$ cat src/rtl/seg_word_decoder_pkg.sv
// Shared 7-segment character set and decoder FSM encoding.
// Char codes, active-low segment patterns [0:6]=a..g, state enum.
package seg_chars_pkg;

  typedef enum logic [2:0] {
    CH_BLANK = 3'd0,
    CH_O     = 3'd1,
    CH_I     = 3'd2,
    CH_E     = 3'd3,
    CH_D     = 3'd4,
    CH_BAD   = 3'd7
  } char_t;

  localparam logic [0:6] SEG_BLANK = 7'b1111111;
  localparam logic [0:6] SEG_O     = 7'b0000001;
  localparam logic [0:6] SEG_I     = 7'b1001111;
  localparam logic [0:6] SEG_E     = 7'b0110000;
  localparam logic [0:6] SEG_D     = 7'b1000010;

  typedef enum logic [1:0] {
    ST_IDLE   = 2'd0,
    ST_LOCKED = 2'd1,
    ST_FAULT  = 2'd2
  } state_t;

  localparam logic [2:0] CAND_INV = 3'd7;

endpackage

$ cat src/rtl/seg_word_decoder_if.sv
// Display readback bus: HEX0..HEX5 in, word position/status out.
// master drives HEX and reads status; slave is the decoder.
interface seg_word_decoder_if #(
  parameter int CNT_W = 8
);
  logic [0:6]       HEX0;
  logic [0:6]       HEX1;
  logic [0:6]       HEX2;
  logic [0:6]       HEX3;
  logic [0:6]       HEX4;
  logic [0:6]       HEX5;
  logic [2:0]       pos;
  logic             pos_valid;
  logic             frame_err;
  logic             change_pulse;
  logic [CNT_W-1:0] change_cnt;
`ifdef SEG_ERR_CNT_EN
  logic [CNT_W-1:0] err_cnt;
`endif

  modport master (
    output HEX0, HEX1, HEX2,
    output HEX3, HEX4, HEX5,
    input  pos, pos_valid, frame_err,
    input  change_pulse, change_cnt
`ifdef SEG_ERR_CNT_EN
    , input err_cnt
`endif
  );

  modport slave (
    input  HEX0, HEX1, HEX2,
    input  HEX3, HEX4, HEX5,
    output pos, pos_valid, frame_err,
    output change_pulse, change_cnt
`ifdef SEG_ERR_CNT_EN
    , output err_cnt
`endif
  );
endinterface

$ cat src/rtl/seg7_char_decode.sv
// Combinational 7-segment pattern to character code.
// seg: active-low a..g; ch: CH_* code, CH_BAD if unknown.
import seg_chars_pkg::*;

module seg7_char_decode (
  input  logic [0:6] seg,
  output char_t      ch
);

  always_comb begin
    ch = CH_BAD;
    unique case (1'b1)
      seg == SEG_BLANK: ch = CH_BLANK;
      seg == SEG_O:     ch = CH_O;
      seg == SEG_I:     ch = CH_I;
      seg == SEG_E:     ch = CH_E;
      seg == SEG_D:     ch = CH_D;
      default:          ch = CH_BAD;
    endcase
  end

endmodule

$ cat src/rtl/seg_word_decoder.sv
// Locates the word "dE10" on six readback HEX digits (pos 0..5).
// Ports: CLOCK_50, reset (sync high), bus (slave); SEG_ERR_CNT_EN adds err_cnt.
import seg_chars_pkg::*;

module seg_word_decoder #(
  parameter int STABLE_CYCLES = 4,
  parameter int CNT_W         = 8
) (
  input logic                CLOCK_50,
  input logic                reset,
  seg_word_decoder_if.slave  bus
);

  localparam int SW = $clog2(STABLE_CYCLES + 1);
  localparam logic [SW-1:0] STAB_MAX = SW'(STABLE_CYCLES);
  localparam logic [SW-1:0] STAB_ONE = SW'(1);

  logic [0:6]       hex_q [6];
  logic             smp_q;
  char_t            ch [6];
  logic [2:0]       cand;
  logic [2:0]       nmatch;
  logic [2:0]       cand_q;
  logic [SW-1:0]    stab_q;
  logic [SW-1:0]    stab_d;
  logic             chg;
  logic             qual;
  state_t           st_q;
  state_t           st_d;
  logic [2:0]       pos_q;
  logic [2:0]       pos_d;
  logic             pulse_q;
  logic             pulse_d;
  logic [CNT_W-1:0] cnt_q;
  logic [CNT_W-1:0] cnt_d;

  // smp_q marks that hex_q holds a real sample, not the reset blank
  always_ff @(posedge CLOCK_50) begin
    if (reset) begin
      for (int i = 0; i < 6; i++) hex_q[i] <= SEG_BLANK;
      smp_q <= 1'b0;
    end else begin
      hex_q[0] <= bus.HEX0;
      hex_q[1] <= bus.HEX1;
      hex_q[2] <= bus.HEX2;
      hex_q[3] <= bus.HEX3;
      hex_q[4] <= bus.HEX4;
      hex_q[5] <= bus.HEX5;
      smp_q    <= 1'b1;
    end
  end

  for (genvar g = 0; g < 6; g++) begin : g_dec
    seg7_char_decode u_dec (
      .seg (hex_q[g]),
      .ch  (ch[g])
    );
  end

  always_comb begin
    cand   = CAND_INV;
    nmatch = '0;
    for (int p = 0; p < 6; p++) begin
      if (ch[p] == CH_O &&
          ch[(p+1)%6] == CH_I &&
          ch[(p+2)%6] == CH_E &&
          ch[(p+3)%6] == CH_D &&
          ch[(p+4)%6] == CH_BLANK &&
          ch[(p+5)%6] == CH_BLANK) begin
        nmatch = nmatch + 3'd1;
        cand   = 3'(p);
      end
    end
    if (nmatch != 3'd1) cand = CAND_INV;
  end

  // Qualify once, on the edge the run length first hits the target;
  // a change always restarts the run, even at STABLE_CYCLES=1
  always_comb begin
    chg = (stab_q == '0) || (cand != cand_q);
    if (!smp_q)
      stab_d = '0;
    else if (chg)
      stab_d = STAB_ONE;
    else if (stab_q == STAB_MAX)
      stab_d = STAB_MAX;
    else
      stab_d = stab_q + STAB_ONE;
    qual = smp_q && (stab_d == STAB_MAX) &&
           (chg || (stab_q != STAB_MAX));
  end

  always_ff @(posedge CLOCK_50) begin
    if (reset) begin
      cand_q <= CAND_INV;
      stab_q <= '0;
    end else begin
      cand_q <= cand;
      stab_q <= stab_d;
    end
  end

  always_comb begin
    st_d    = st_q;
    pos_d   = pos_q;
    pulse_d = 1'b0;
    cnt_d   = cnt_q;
    if (qual) begin
      unique case (st_q)
        ST_IDLE: begin
          if (cand == CAND_INV) begin
            st_d = ST_FAULT;
          end else begin
            st_d  = ST_LOCKED;
            pos_d = cand;
          end
        end
        ST_LOCKED, ST_FAULT: begin
          if (cand == CAND_INV) begin
            st_d = ST_FAULT;
          end else begin
            st_d = ST_LOCKED;
            if (cand != pos_q) begin
              pos_d   = cand;
              pulse_d = 1'b1;
              cnt_d   = cnt_q + CNT_W'(1);
            end
          end
        end
        default: st_d = ST_IDLE;
      endcase
    end
  end

  always_ff @(posedge CLOCK_50) begin
    if (reset) begin
      st_q    <= ST_IDLE;
      pos_q   <= '0;
      pulse_q <= 1'b0;
      cnt_q   <= '0;
    end else begin
      st_q    <= st_d;
      pos_q   <= pos_d;
      pulse_q <= pulse_d;
      cnt_q   <= cnt_d;
    end
  end

  assign bus.pos          = pos_q;
  assign bus.pos_valid    = (st_q == ST_LOCKED);
  assign bus.frame_err    = (st_q == ST_FAULT);
  assign bus.change_pulse = pulse_q;
  assign bus.change_cnt   = cnt_q;

`ifdef SEG_ERR_CNT_EN
  logic [CNT_W-1:0] err_q;
  logic             f_entry;

  assign f_entry = (st_d == ST_FAULT) &&
                   (st_q != ST_FAULT);

  always_ff @(posedge CLOCK_50) begin
    if (reset)
      err_q <= '0;
    else if (f_entry && (err_q != '1))
      err_q <= err_q + CNT_W'(1);
  end

  assign bus.err_cnt = err_q;
`endif

endmodule

$ cat src/flat_wrapper.sv
// flat-port wrapper written by rule: the top's interface ports become plain ports
module seg_word_decoder_flat 
#(
  parameter int STABLE_CYCLES = 4,
  parameter int CNT_W         = 8
)
  (CLOCK_50, reset, bus_HEX0, bus_HEX1, bus_HEX2, bus_HEX3, bus_HEX4, bus_HEX5, bus_pos, bus_pos_valid, bus_frame_err, bus_change_pulse, bus_change_cnt);
  seg_word_decoder_if #(.CNT_W(CNT_W)) bus_i ();
  input logic CLOCK_50;
  input logic reset;
  input wire logic [$bits(bus_i.HEX0)-1:0] bus_HEX0;
  input wire logic [$bits(bus_i.HEX1)-1:0] bus_HEX1;
  input wire logic [$bits(bus_i.HEX2)-1:0] bus_HEX2;
  input wire logic [$bits(bus_i.HEX3)-1:0] bus_HEX3;
  input wire logic [$bits(bus_i.HEX4)-1:0] bus_HEX4;
  input wire logic [$bits(bus_i.HEX5)-1:0] bus_HEX5;
  output wire logic [$bits(bus_i.pos)-1:0] bus_pos;
  output wire logic [$bits(bus_i.pos_valid)-1:0] bus_pos_valid;
  output wire logic [$bits(bus_i.frame_err)-1:0] bus_frame_err;
  output wire logic [$bits(bus_i.change_pulse)-1:0] bus_change_pulse;
  output wire logic [$bits(bus_i.change_cnt)-1:0] bus_change_cnt;
  assign bus_i.HEX0 = bus_HEX0;
  assign bus_i.HEX1 = bus_HEX1;
  assign bus_i.HEX2 = bus_HEX2;
  assign bus_i.HEX3 = bus_HEX3;
  assign bus_i.HEX4 = bus_HEX4;
  assign bus_i.HEX5 = bus_HEX5;
  assign bus_pos = bus_i.pos;
  assign bus_pos_valid = bus_i.pos_valid;
  assign bus_frame_err = bus_i.frame_err;
  assign bus_change_pulse = bus_i.change_pulse;
  assign bus_change_cnt = bus_i.change_cnt;
  seg_word_decoder #(.STABLE_CYCLES(STABLE_CYCLES), .CNT_W(CNT_W)) u_core (.CLOCK_50(CLOCK_50), .reset(reset), .bus(bus_i));
endmodule
$ cat config.mk
export PLATFORM = sky130hd
export DESIGN_NAME = seg_word_decoder_flat
export DESIGN_NICKNAME = d
export VERILOG_FILES = /design/src/rtl/seg_word_decoder_pkg.sv /design/src/rtl/seg_word_decoder_if.sv /design/src/rtl/seg7_char_decode.sv /design/src/rtl/seg_word_decoder.sv /design/src/flat_wrapper.sv
export SDC_FILE = /design/constraint.sdc
export NUM_CORES = 1
export LEC_CHECK = 0
export CAP_MARGIN = 20
export CELL_PAD_IN_SITES_DETAIL_PLACEMENT = 1
export CELL_PAD_IN_SITES_GLOBAL_PLACEMENT = 2
export CORE_UTILIZATION = 35
export DETAILED_ROUTE_END_ITERATION = 7
export PLACE_DENSITY_LB_ADDON = 0.1
export SLEW_MARGIN = 20
export SYNTH_ARGS = -nofsm -noshare
export SYNTH_HDL_FRONTEND = slang
export SYNTH_SLANG_ARGS = --single-unit
$ cat constraint.sdc
create_clock -name CLOCK_50 -period 13.45 [get_ports CLOCK_50]
set_input_delay 2.69 -clock CLOCK_50 [delete_from_list [all_inputs] [get_ports CLOCK_50]]
set_output_delay 2.69 -clock CLOCK_50 [all_outputs]
set_load 0.01 [all_outputs]
==> results_dict.tcl <==
set metrics [dict create \
    status "complete, no violations" \
    cts-resized-gates 0 \
    cap_violations 0 \
    p_leak_nw 1.59 \
    hold_class "reg2reg" \
    diodes 0 \
    htree_levels 3 \
    placed_area_um2 4370 \
    grt_pass1_vias 3457 \
    tns_ns 0 \
    coreArea_um2 9950 \
    multi_input_area_um2 2300 \
    synth_top_family_by_area "simple AND/OR/NAND/NOR gates" \
    drc_errors 0 \
    drv_slew 0 \
    areaGrowthSynthToFinish_pct 24.8 \
    final_core_util_pct 45.8 \
    crit_path_end_kind "flip-flop" \
    yosysWarningCount 0 \
    postSynthAreaPerCell_um2 8.50 \
    finalSetupViolCount 0 \
    totalWireLength_um 10500 \
    rows 36 \
    synth_edf_count 0 \
    synth_compound_area_share_pct 12.8 \
    fp.dieW_um 104 \
    p_per_area_nw_per_um2 87.7 \
    gp_congestion 0.885 \
    critPathLaunchType "flip-flop" \
    vdd_ir_drop_max_mv 0.0639 \
    seq_area_frac_synth_pct 34.5 \
    antenna_found_initial 0 \
    synthAdderAreaFrac_pct 3.77 \
    crit_required_ns 13.68 \
    post_cts_buffers 0 \
    regArea_um2 1260 \
    timing.fmax_mhz 144 \
    synth_xor_area_share_pct 2.84 \
    syn_nets 485 \
    synthMuxAreaShare_pct 2.09 \
    cp.arrival_ns 7.19 \
    cts-buffers-inserted 9 \
    num_vias 3453 \
    ant_nets 0 \
    relSlewSlack_pct 38.5 \
    synthDistinctLibCells 66 \
    async_flop_share_pct 0 \
    rsz0062_at_grt "no" \
    yosys_most_used_dff "dfxtp_1" \
    grt_max_degree 63 \
    drive_above_1_share_pct 18.0 \
    period_minus_slack_ns 6.96 \
    portBuffers 57 \
    grt_pass1_wl_um 17500 \
    hold_slack_ns 0.511 \
    via_per_inst 5.51 \
    skew_ns 0.00878 \
    dieHeight_um 104 \
    crit_fanout 16 \
    clock_latency_ns 0.34 \
    nNetsFinal 545 \
    path_clk_slew_ns 0.08 \
    io_pins 58 \
    grt_use_total_pct 20.2 \
    fin_crit_sh_pct 51.8 \
    cts_buffer_depth 2 \
    worst_pin_slew_ns 0.915 \
    cts_tree "yes" \
    start_util_pct 36.7 \
    fillCellCount 1190 \
    netlist_area_um2 3650 \
    dieArea_um2 10900 \
    hold_viol 0 \
    synthSimpleGateAreaFrac_pct 41.5 \
    avgRoutedWirePerCell_um 16.7 \
    fin_area_um2 4560 \
    critPathKind "reg2reg" \
    clock_sinks 63 \
    cts_root_buffer "clkbuf_8" \
    dr.pass1.iters 4 \
    postCtsHoldBufs 0 \
    dp_hpwl_um 8500 \
    grt_overflow 0 \
    drt_iter0_markers 88 \
    synth-seq-cells 63 \
    finalPower_uw 400 \
    syn_inst 430 \
]
placed cells by master, fill, tap and decap left out, types with 7 or more instances in the layout:
cell and n:
dfxtp_1 63, or2_2 52, clkdlybuf4s50_1 57, nor2_1 30, nand3_1 18, or4_1 8, nand4_1 19, inv_1 13
nand2_1 36, ha_1 11, xnor2_1 9, or3_1 7, nor4_1 25, clkbuf_8 9, o21ai_0 11, nor3_1 9
and4_1 8, a21oi_1 10
synthesized netlist by cell type, types with 2 or more instances:
master / instances / area [µm²]
a211oi_1: 4 / 30.0
a21o_1: 2 / 15.0
a21oi_1: 10 / 50.1
a221oi_1: 2 / 17.5
a22oi_1: 2 / 15.0
a31o_2: 3 / 26.3
and2_1: 5 / 31.3
and3_1: 5 / 31.3
and3b_1: 3 / 26.3
and4_1: 8 / 70.1
clkbuf_1: 9 / 33.8
dfxtp_1: 63 / 1260
ha_1: 11 / 138
inv_1: 13 / 48.8
mux2_2: 5 / 56.3
mux2i_1: 2 / 20.0
nand2_1: 36 / 135
nand3_1: 18 / 90.1
nand3b_1: 4 / 30.0
nand4_1: 19 / 119
nor2_1: 30 / 113
nor2b_1: 4 / 25.0
nor3_1: 9 / 45.0
nor3b_1: 4 / 30.0
nor4_1: 25 / 156
nor4bb_1: 4 / 40.0
o21ai_0: 11 / 55.1
o311ai_0: 4 / 35.0
o41ai_1: 3 / 26.3
or2_2: 52 / 325
or3_1: 7 / 43.8
or3b_2: 4 / 35.0
or4_1: 8 / 60.1
xnor2_1: 9 / 78.8
report_power, final:
group	internal, mW	switching, mW
Combinational	0.0210	0.0145
Clock	0.0857	0.0778
Sequential	0.194	0.00725
critical path, stage by stage, from the launching register on:
cell and delay (ns):
dfxtp_1 0.33, nor4_1 0.64, nand2_1 0.14, a2111oi_2 0.61, and4_1 0.30, inv_1 0.07, ha_1 0.36, xnor2_2 0.25
inv_1 0.12, ha_1 0.34, a21o_1 0.17, ha_1 0.32, nor3_1 0.27, nor2_1 0.09, ha_1 0.30, or3_1 0.46
a31oi_1 0.25, xnor2_1 0.11, or4b_1 0.81, a2111oi_4 0.54, mux2_2 0.39
logic make-up (layout without fill, tap and decap cells):
logic type      after synthesis  in the layout
buf+inv                      24             88
compound gates               60             60
simple gates                254            254
flops                        63             63
xor+xnor                     11             11
fa+ha+maj                    11             11
mux                           7              7
registers in the layout, indices dropped and copies added (netlist names):
signal / count
u_core.bus.pos: 3
u_core.stab_q: 3
u_core.cand_q: 3
u_core.smp_q: 1
u_core.bus.change_pulse: 1
u_core.st_q: 2
u_core.bus.change_cnt: 8
u_core.hex_q: 42
per-stage QoR:
step / worst slack [ns] / std cells
floorplan: 7.51 / 430
global placement: 6.68 / 612
detailed placement: 6.56 / 612
CTS: 6.52 / 627
global route: 5.96 / 627
finish: 6.49 / 627
final timing paths:
| path | startpoint | end | slack, ns | cells past startpoint |
|---|---|---|---|---|
| worst max-delay path | u_core.hex_q[0][17] | u_core.bus.pos[0] | 6.49 | 20 |
| worst max register to register | u_core.hex_q[0][17] | u_core.bus.pos[0] | 6.49 | 20 |
| worst min register to register | u_core.smp_q | u_core.stab_q[0] | 0.51 | 2 |
| worst min-delay path | u_core.smp_q | u_core.stab_q[0] | 0.51 | 2 |
per-layer routing:
layer	track usage, %	vias up	share of wire, %
met1	27.5	1662	50
met4	5.10	0	0.76
li1	-	1735	-
met5	0	-	0
met2	32.7	49	46
met3	3.63	7	3.0
cell type report:
type / count / area share [%]
multi-input cells: 343 / 50.5
flip-flops and latches: 63 / 27.6
repair buffers: 59 / 12.8
well taps: 133 / 3.65
inverters: 14 / 1.15
clock buffers: 9 / 2.72
clock inverters: 6 / 1.54
No activity file was read; power rests on OpenSTA's default activity.
